==> src/rtl/warp_inst_queue.sv <==
// Instruction queue between fetch and decode: 1-2 instructions in and out per cycle, single-cycle flush.
// Optional combinational empty-queue bypass enabled by defining WARP_IQ_BYPASS_EN.
module warp_inst_queue #(
   parameter int unsigned DEPTH = 8
) (
   input  logic                     i_clk,
   input  logic                     i_rst_n,
   input  logic                     i_flush,
   input  logic                     i_valid,
   output logic                     o_ready,
   input  logic [31:0]              i_inst0,
   input  logic [31:0]              i_inst1,
   input  logic [1:0]               i_compressed,
   input  logic                     i_count,
   output logic                     o_valid,
   input  logic                     i_ready,
   output logic [31:0]              o_inst0,
   output logic [31:0]              o_inst1,
   output logic [1:0]               o_compressed,
   output logic                     o_count,
   output logic [$clog2(DEPTH):0]   o_level
);

   localparam int unsigned AW = $clog2(DEPTH);
   localparam int unsigned LW = AW + 1;

   logic [32:0]   mem [DEPTH];
   logic [AW-1:0] rptr;
   logic [AW-1:0] wptr;
   logic [AW-1:0] rptr_nx1;
   logic [AW-1:0] wptr_nx1;
   logic [LW-1:0] level;
   logic [LW-1:0] free;
   logic [LW-1:0] enq_n;
   logic [LW-1:0] deq_n;
   logic          q_valid;
   logic          q_two;
   logic          enq;
   logic          deq;
   logic          byp_take;

   assign rptr_nx1 = rptr + AW'(1);
   assign wptr_nx1 = wptr + AW'(1);
   assign free     = LW'(DEPTH) - level;
   assign o_ready  = !i_flush && (free >= LW'(2));
   assign o_level  = level;

   assign q_valid  = !i_flush && (level != '0);
   assign q_two    = level >= LW'(2);
   assign enq_n    = i_count ? LW'(2) : LW'(1);
   assign deq_n    = q_two ? LW'(2) : LW'(1);
   assign deq      = q_valid && i_ready;

`ifdef WARP_IQ_BYPASS_EN
   // A bundle consumed straight off the bypass path must not also be stored.
   assign byp_take = !i_flush && (level == '0) && i_valid && i_ready;
`else
   assign byp_take = 1'b0;
`endif

   assign enq = i_valid && o_ready && !byp_take;

   always_comb begin
      o_valid      = 1'b0;
      o_count      = 1'b0;
      o_inst0      = '0;
      o_inst1      = '0;
      o_compressed = '0;
      if (q_valid) begin
         o_valid         = 1'b1;
         o_count         = q_two;
         o_inst0         = mem[rptr][31:0];
         o_compressed[0] = mem[rptr][32];
         if (q_two) begin
            o_inst1         = mem[rptr_nx1][31:0];
            o_compressed[1] = mem[rptr_nx1][32];
         end
      end
`ifdef WARP_IQ_BYPASS_EN
      else if (!i_flush && (level == '0) && i_valid) begin
         o_valid         = 1'b1;
         o_count         = i_count;
         o_inst0         = i_inst0;
         o_compressed[0] = i_compressed[0];
         if (i_count) begin
            o_inst1         = i_inst1;
            o_compressed[1] = i_compressed[1];
         end
      end
`endif
   end

   always_ff @(posedge i_clk or negedge i_rst_n) begin
      if (!i_rst_n) begin
         rptr  <= '0;
         wptr  <= '0;
         level <= '0;
      end else if (i_flush) begin
         rptr  <= '0;
         wptr  <= '0;
         level <= '0;
      end else begin
         if (enq) wptr <= wptr + AW'(enq_n);
         if (deq) rptr <= rptr + AW'(deq_n);
         level <= level + (enq ? enq_n : '0) - (deq ? deq_n : '0);
      end
   end

   // Storage is not reset; contents are only observed through valid pointers.
   always_ff @(posedge i_clk) begin
      if (enq) begin
         mem[wptr] <= {i_compressed[0], i_inst0};
         if (i_count) mem[wptr_nx1] <= {i_compressed[1], i_inst1};
      end
   end

endmodule
==> config.mk <==
export PLATFORM = sky130hd
export DESIGN_NAME = warp_inst_queue
export DESIGN_NICKNAME = d
export VERILOG_FILES = /design/src/rtl/warp_inst_queue.sv
export SDC_FILE = /design/constraint.sdc
export NUM_CORES = 1
export LEC_CHECK = 0
export BUFFER_PORTS_ARGS = -buffer_cell sky130_fd_sc_hd__buf_2
export CORE_ASPECT_RATIO = 1.1
export CORE_MARGIN = 2
export CORE_UTILIZATION = 40
export CTS_CLUSTER_DIAMETER = 150
export CTS_CLUSTER_SIZE = 30
export DETAILED_ROUTE_END_ITERATION = 10
export HOLD_SLACK_MARGIN = 0.02
export PLACE_DENSITY = 0.68
export SLEW_MARGIN = 25
export SYNTH_ARGS = -nofsm -noshare
export SYNTH_HDL_FRONTEND = slang
export SYNTH_SLANG_ARGS = --single-unit
==> constraint.sdc <==
create_clock -name i_clk -period 5.05 [get_ports i_clk]
set_input_delay 1.01 -clock i_clk [delete_from_list [all_inputs] [get_ports i_clk]]
set_output_delay 1.01 -clock i_clk [all_outputs]
set_load 0.02 [all_outputs]
==> results.yml, run 1 <==
timing:
  post-route-period-util_pct: 85.5
  number_of_max_slew_violations_in_the_final_report: 0
  hold_viol_final: 0
  grt_setup_unrepaired: "false"
  total_negative_slack_ns: 0
  fin_skew_ns: 0.0377
  finalSetupViolations: 0
  timing.max_slew.rel_slack_pct: 26.5
  worst_slew_pin_slew_ns: 1.10
  fmax_mhz: 232
  layout_min_cycle_time_ns: 4.32
synthesis:
  post-synth-top-area-fraction_pct: 47.9
  synth_top_cells_by_area: "edfxtp_1, mux4_2, mux2_1"
  syn_area_sq_um: 16500
  yosys.cell_types.count: 46
  postSynthCellCount: 1036
  ys_seq_area_share_pct: 49.4
  syn_nets: 1124
  post_synth_edffs: 264
  syn_area_per_cell_sq_um: 16.0
  asyncSetResetFlopFracSynth_pct: 3.65
  synth.largest_area_cell: "edfxtp_1"
  synth_top_flop_cell: "edfxtp_1"
  yosysWarningCount: 0
  ys_ff_latch: 274
critical_path:
  r2r_cells: 14
  cpPeakStageDelay_ns: 0.99
  ff2ff_setup_slack_ns: 1.49
  cp.required_ns: 4.04
  crit_arrival_ns: 3.31
  setup.worst_path.start: "rptr[2]$_DFFE_PN0P_"
  crit_path_max_fanout: 37
  worst-setup-path-type: "flip-flop to primary output"
  cp_num_cells: 5
  worst_setup_path_end_kind: "primary output"
  worstPathCellList: "xnor2_2 > buf_4 > nand2_1 > a21oi_1 > buf_2"
  reg2reg_from: "o_level[1]$_DFF_PN0_"
  cpMaxStageDelayCell: "xnor2_2"
  endpoint: "o_inst1[11]"
  critical_path.reg2reg.endpoint: "o_level[3]$_DFF_PN0_"
  critical_path.top_delay_family: "XOR/XNOR gates"
  critical_path.n_buffers_inverters: 2
  startpoint_type: "flip-flop"
cts:
  hold_buffers: 0
  cts_resized: 0
  tritoncts: "yes"
  tritoncts.num_buffers: 13
  cts_setup_buffers: 0
  max-clock-path-buffers: 3
  cts-htree-levels: 1
  clock-root-buffer: "clkbuf_16"
  clkTransAtPathRegs_ns: 0.11
  clock_latency_ns: 0.52
  clock-sinks: 274
power:
  p_per_area_nw_per_um2: 427
  totalPowerFinal_uw: 7830
  p_leak_uw: 0.00623
  ir_drop_uv: 284
run_status:
  status: "finished clean"
global_route:
  largest_net_degree_at_the_start_of_global_routing: 135
  antenna_found_initial: 8
  vias_in_the_first_global_route: 10600
  groute.usage.overall_pct: 20.5
  grt.overflow.total: 0
  grt_pass1_wl_mm: 66.3
hold_path:
  hold_path_class: "input pin to async pin"
drt:
  drt_drc_violations_left: 0
  route.detailed.wl_per_inst_microns: 26.0
  vias: 10000
  drt_iter0_markers: 707
  finalWirelength_mm: 43.8
  vias_per_cell: 5.95
  detail-route-antenna-nets: 0
  detailedRoute.firstPassIterationCount: 6
die:
  die-area_sq_um: 43000
  io-pin-count: 145
  die_span_in_x_microns: 198
  initial_utilization_pct: 40.3
  die_h_microns: 217
  rows: 78
  placeableCoreArea_sq_um: 41000
layout:
  final_nets: 1241
  multi_input_comb_area_sq_um: 7930
  register_area_sq_um: 8190
  syn2layout_area_growth_pct: 10.8
  final_layout_size_suffix_gt1_share_pct: 39.3
  final.fill_count: 3631
place:
  port_buffers: 144
  detailed_place_hpwl_mm: 28.1
  place.gp.congestion: 0.770
run:
  max_cap_viol_count: 0
==> registers in the layout, indices dropped and copies added, names as in the netlist <==
| name | count |
|---|---|
| rptr | 3 |
| wptr | 3 |
| mem | 264 |
| o_level | 4 |
==> cells in the mapped netlist (all sizes together), types with 4 or more instances <==
cell,number
a21oi,38
a31oi,6
buf,52
clkbuf,24
dfrtp,10
edfxtp,264
fa,4
ha,12
inv,14
mux2,265
mux2i,34
mux4,132
nand2,77
nand3,4
nor2,52
nor3,11
o211ai,5
o21ai,6
xnor2,4
==> worst min-delay path by stage <==
stage | start | end | slack [ns] | depth (start not counted)
after CTS | i_rst_n | wptr[0]$_DFFE_PN0P_ | 0.34 | 1
after detailed placement | wptr[1]$_DFFE_PN0P_ | wptr[1]$_DFFE_PN0P_ | 0.73 | 2
after floorplan | rptr[0]$_DFFE_PN0P_ | rptr[0]$_DFFE_PN0P_ | 0.62 | 3
after global placement | wptr[1]$_DFFE_PN0P_ | wptr[1]$_DFFE_PN0P_ | 0.73 | 2
after global routing | i_rst_n | rptr[0]$_DFFE_PN0P_ | 0.34 | 1
final | i_rst_n | rptr[0]$_DFFE_PN0P_ | 0.35 | 1
==> layout make-up <==
| class | count | area share, % |
|---|---|---|
| Tap cell | 520 | 3.55 |
| Timing Repair Buffer | 178 | 5.97 |
| Antenna cell | 7 | 0.0956 |
| Multi-Input combinational cell | 671 | 43.3 |
| Clock inverter | 4 | 0.362 |
| Inverter | 15 | 0.307 |
| Sequential cell | 274 | 44.7 |
| Clock buffer | 13 | 1.77 |
==> power by group <==
part | internal, uW | switching, uW
combinational | 1590 | 2080
clock | 539 | 738
sequential | 2740 | 143
total | 4870 | 2960
==> worst register-to-register path, stage by stage, from the launching register on <==
cell	delay, ns
dfrtp_1	0.59
inv_1	0.09
ha_1	0.29
a211oi_2	0.22
o41ai_4	0.13
buf_4	0.25
o211ai_2	0.18
buf_4	0.28
nor2_1	0.11
fa_1	0.49
ha_1	0.29
a21o_1	0.18
a21oi_1	0.17
xnor2_1	0.13
nor2_1	0.05
==> metal layers <==
metal  global-route usage (%)  vias up  wire length (microns)
met5                        0        -                     41
li1                         -     4389                      -
met3                     3.04       56                   2280
met2                     36.0      257                  22600
met1                     26.9     5306                  18000
met4                     4.61        6                    787
==> placed cells by master (no fill, tap or decap), drive strengths merged, types with 5 or more instances in the layout <==
| cell type | netlist | final |
|---|---|---|
| edfxtp | 264 | 264 |
| clkbuf | 24 | 13 |
| a21oi | 38 | 38 |
| o211ai | 5 | 5 |
| nor3 | 11 | 11 |
| buf | 52 | 178 |
| dfrtp | 10 | 10 |
| a31oi | 6 | 6 |
| mux4 | 132 | 132 |
| nor2 | 52 | 52 |
| mux2i | 34 | 34 |
| mux2 | 265 | 265 |
| o21ai | 6 | 6 |
| nand2 | 77 | 77 |
| inv | 14 | 16 |
| diode | 0 | 7 |
| ha | 12 | 12 |
==> logic make-up (layout without fill, tap and decap cells) <==
kind of cell / after synthesis / after routing / synth area share [%]
buffers and inverters: 91 / 210 / 3.39
and+or+nand+nor: 155 / 155 / 3.86
AOI/OAI and AO/OA: 63 / 63 / 2.84
DFF: 274 / 274 / 49.4
xor gates and xnor gates: 6 / 6 / 0.318
other: 0 / 7 / 0
adders and majority gates: 16 / 16 / 1.39
muxes: 431 / 431 / 38.8
==> metrics by stage <==
stage,hold WS [ns],utilization (%),instance area [sq um],cells,worst slack (ns)
detailed placement,0.729,43.7,17900,1657,1.09
finish,0.347,44.7,18300,1682,0.734
floorplan,0.620,-,16500,1036,1.32
global route,0.342,44.7,18300,1679,0.500
CTS,0.345,44.6,18300,1674,0.635
global placement,0.727,43.5,17800,1654,1.14
Power figures use the tool's default switching activity.
==> inputs of run 2 (changes only) <==
--- a/config.mk
+++ b/config.mk
@@ -5,6 +5,7 @@
 export SDC_FILE = /design/constraint.sdc
 export NUM_CORES = 1
 export LEC_CHECK = 0
+export ABC_AREA = 1
 export BUFFER_PORTS_ARGS = -buffer_cell sky130_fd_sc_hd__buf_2
 export CORE_ASPECT_RATIO = 1.1
 export CORE_MARGIN = 2
==> results.yml, run 2 <==
place:
  detailed_place_hpwl_mm: 37.2
  dpl_worst_slack_ns: 1.29
  place.detailed.instances: 2889
  port_buffers: 144
  place.gp.congestion: 0.807
die:
  io-pin-count: 145
  placeableCoreArea_sq_um: 46400
  die_h_microns: 231
  initial_utilization_pct: 40.3
  rows: 83
  die-area_sq_um: 48500
  die_span_in_x_microns: 210
synthesis:
  synth_simple_gate_area_share_pct: 23.1
  yosysWarningCount: 0
  syn_nets: 2449
  yosys.area_share.adder_pct: 1.23
  ys_ff_latch: 274
  ys_top_cells_by_count: "nor2_1, nand2_1, o21ai_0, nand3_1"
  post_synth_mux_area_share_pct: 0
  ys_seq_area_share_pct: 43.7
  synth_top_flop_cell: "edfxtp_1"
  syn_area_sq_um: 18700
  syn_area_per_cell_sq_um: 7.92
  synth.largest_area_cell: "edfxtp_1"
  postSynthCellCount: 2361
  post_synth_edffs: 264
  yosysMostFrequentCell: "nor2_1"
  synth_top_cells_by_area: "edfxtp_1, o21bai_1, nor2_1"
  post-synth-top-area-fraction_pct: 42.4
  asyncSetResetFlopFracSynth_pct: 3.65
  largest_family_of_logic_cells_by_synthesized_area: "compound AO/OA/AOI/OAI gates"
  post_synth_xor_area_fraction_pct: 0.335
  synth_compound_area_share_pct: 23.7
  yosys.cell_types.count: 32
timing:
  fin_skew_ns: 0.0424
  number_of_max_slew_violations_in_the_final_report: 0
  finalSetupViolations: 0
  total_negative_slack_ns: 0
  layout_min_cycle_time_ns: 4.33
  fmax_mhz: 231
  post_layout_worst_setup_margin_ns: 0.723
  worst_slew_pin_slew_ns: 1.05
  timing.max_slew.rel_slack_pct: 29.7
  post-route-period-util_pct: 85.7
  grt_setup_unrepaired: "false"
  hold_viol_final: 0
critical_path:
  critical_path.n_buffers_inverters: 2
  cp.required_ns: 4.04
  r2r_cells: 12
  worstPathCellList: "ha_2 > buf_4 > o21ai_0 > o221ai_1 > nand2_1 > nor2_1 > buf_2"
  ff2ff_setup_slack_ns: 1.37
  crit_path_max_fanout: 66
  critical_path.reg2reg.endpoint: "mem[2][13]$_DFFE_PP_"
  cpMaxStageDelayCell: "buf_4"
  worst-setup-path-type: "flip-flop to primary output"
  cpPeakStageDelay_ns: 0.73
  crit_arrival_ns: 3.32
  critical_path.top_delay_family: "buffers and inverters"
  worst_setup_path_end_kind: "primary output"
  startpoint_type: "flip-flop"
  reg2reg_from: "o_level[1]$_DFF_PN0_"
global_route:
  largest_net_degree_at_the_start_of_global_routing: 265
  groute.usage.overall_pct: 26.0
  antenna_found_initial: 4
  grt.overflow.total: 0
  grt_pass1_wl_mm: 98.4
  vias_in_the_first_global_route: 17300
cts:
  max-clock-path-buffers: 3
  clock-sinks: 274
  cts_setup_buffers: 0
  cts_resized: 0
  tritoncts.num_buffers: 13
  hold_buffers: 0
  clock_latency_ns: 0.51
  clock-root-buffer: "clkbuf_16"
  clkTransAtPathRegs_ns: 0.12
  cts-htree-levels: 1
  tritoncts: "yes"
power:
  ir_drop_uv: 593
  power.clock.fraction_pct: 12.6
  totalPowerFinal_uw: 10200
  p_sw_share_pct: 52.7
  p_switching_uw: 5350
  power.share.combinational_pct: 58.0
  p_seq_share_pct: 29.4
  p_leak_uw: 0.00726
  intPower_uw: 4800
  p_per_area_nw_per_um2: 511
drt:
  drt_drc_violations_left: 0
  vias: 18000
  vias_per_cell: 6.17
  detail-route-antenna-nets: 0
  route.detailed.wl_per_inst_microns: 22.3
  drt_iter0_markers: 2475
  finalWirelength_mm: 65.1
  detailedRoute.firstPassIterationCount: 6
hold_path:
  hold_path_class: "input pin to async pin"
layout:
  final_common_cell: "nor2_1"
  postLayoutCoreUtil_pct: 42.8
  largest_register: "mem"
  largest_register_ffs: 264
  final.fill_count: 4447
  syn2layout_area_growth_pct: 6.25
  final_nets: 2398
  final_layout_size_suffix_gt1_share_pct: 10.3
  multi_input_comb_area_sq_um: 9190
  register_area_sq_um: 8180
  filler_free_cell_count_of_the_finished_design: 2915
  final_cell_mix: "nor2_1, nand2_1, o21ai_0, nand3_1"
run:
  max_cap_viol_count: 0
run_status:
  status: "finished clean"
==> run 2: changes by cell type after synthesis, sizes merged, moves of 9 or more <==
cell,previous run,this run
nor2,52,441
o21ai,6,300
nand3,4,283
mux2,265,0
o21bai,1,264
nand2,77,316
mux4,132,0
buf,52,151
clkbuf,24,99
o22ai,0,74
inv,14,63
mux2i,34,0
o221ai,0,33
nor3,11,2
==> run 2: worst max-delay path by stage <==
stage,slack [ns],from,endpoint,cells past startpoint
after floorplan,1.30,i_flush,mem[4][0]$_DFFE_PP_,6
after global placement,1.29,i_flush,mem[7][26]$_DFFE_PP_,5
after detailed placement,1.29,i_flush,mem[2][2]$_DFFE_PP_,5
after CTS,0.77,rptr[0]$_DFFE_PN0P_,o_compressed[1],7
after global routing,0.64,rptr[0]$_DFFE_PN0P_,o_compressed[1],7
final,0.72,rptr[0]$_DFFE_PN0P_,o_compressed[1],7
==> run 2: layer usage <==
layer	track usage (%)	up-vias	part of all wire, %
li1	-	8117	-
met1	32.9	8528	38
met2	43.5	1111	48
met3	2.78	225	9.5
met4	14.7	0	5.2
met5	0	-	0
==> run 2: final cells by class <==
class                   instances  share of cell area, %
repair buffers                184                   5.59
diodes                          4                 0.0504
multi-input cells            1774                   46.2
inverters                      63                   1.22
well taps                     595                   3.75
clock buffers                  19                   1.75
flip-flops and latches        274                   41.2
clock inverters                 2                  0.195
==> run 2: logic make-up (layout without fill, tap and decap cells) <==
family | after synthesis | count (layout)
simple gates | 1044 | 1044
compound gates | 709 | 709
buf+inv | 313 | 268
flops | 274 | 274
fa+ha+maj | 16 | 16
xor+xnor | 5 | 5
other cells | 0 | 4
==> run 2: worst reg2reg max path, cell delays in order (launching register included) <==
cell	delay [ns]
dfrtp_1	0.50
inv_1	0.10
ha_1	0.23
nand2_1	0.07
nand2_1	0.07
nor2_1	0.05
nand3_1	0.10
nand3_1	0.66
nor2_4	0.38
buf_12	0.39
buf_16	0.53
nand3_1	0.38
nand2_1	0.12
==> run 2: power groups by stage <==
stage / clock [uW] / sequential (uW) / combinational [uW]
floorplan: 0 / 2970 / 3920
global placement: 0 / 3020 / 5600
detailed placement: 0 / 3030 / 5750
CTS: 1280 / 2980 / 5750
global route: 1360 / 3010 / 6300
finish: 1280 / 2980 / 5890
==> run 2: through the flow <==
| stage | hold WS (ns) | instance area (sq um) |
|---|---|---|
| final | 0.372 | 19900 |
| after detailed placement | 0.667 | 19400 |
| after floorplan | 0.615 | 18700 |
| after CTS | 0.371 | 19800 |
| after global routing | 0.371 | 19900 |
| after global placement | 0.670 | 19400 |
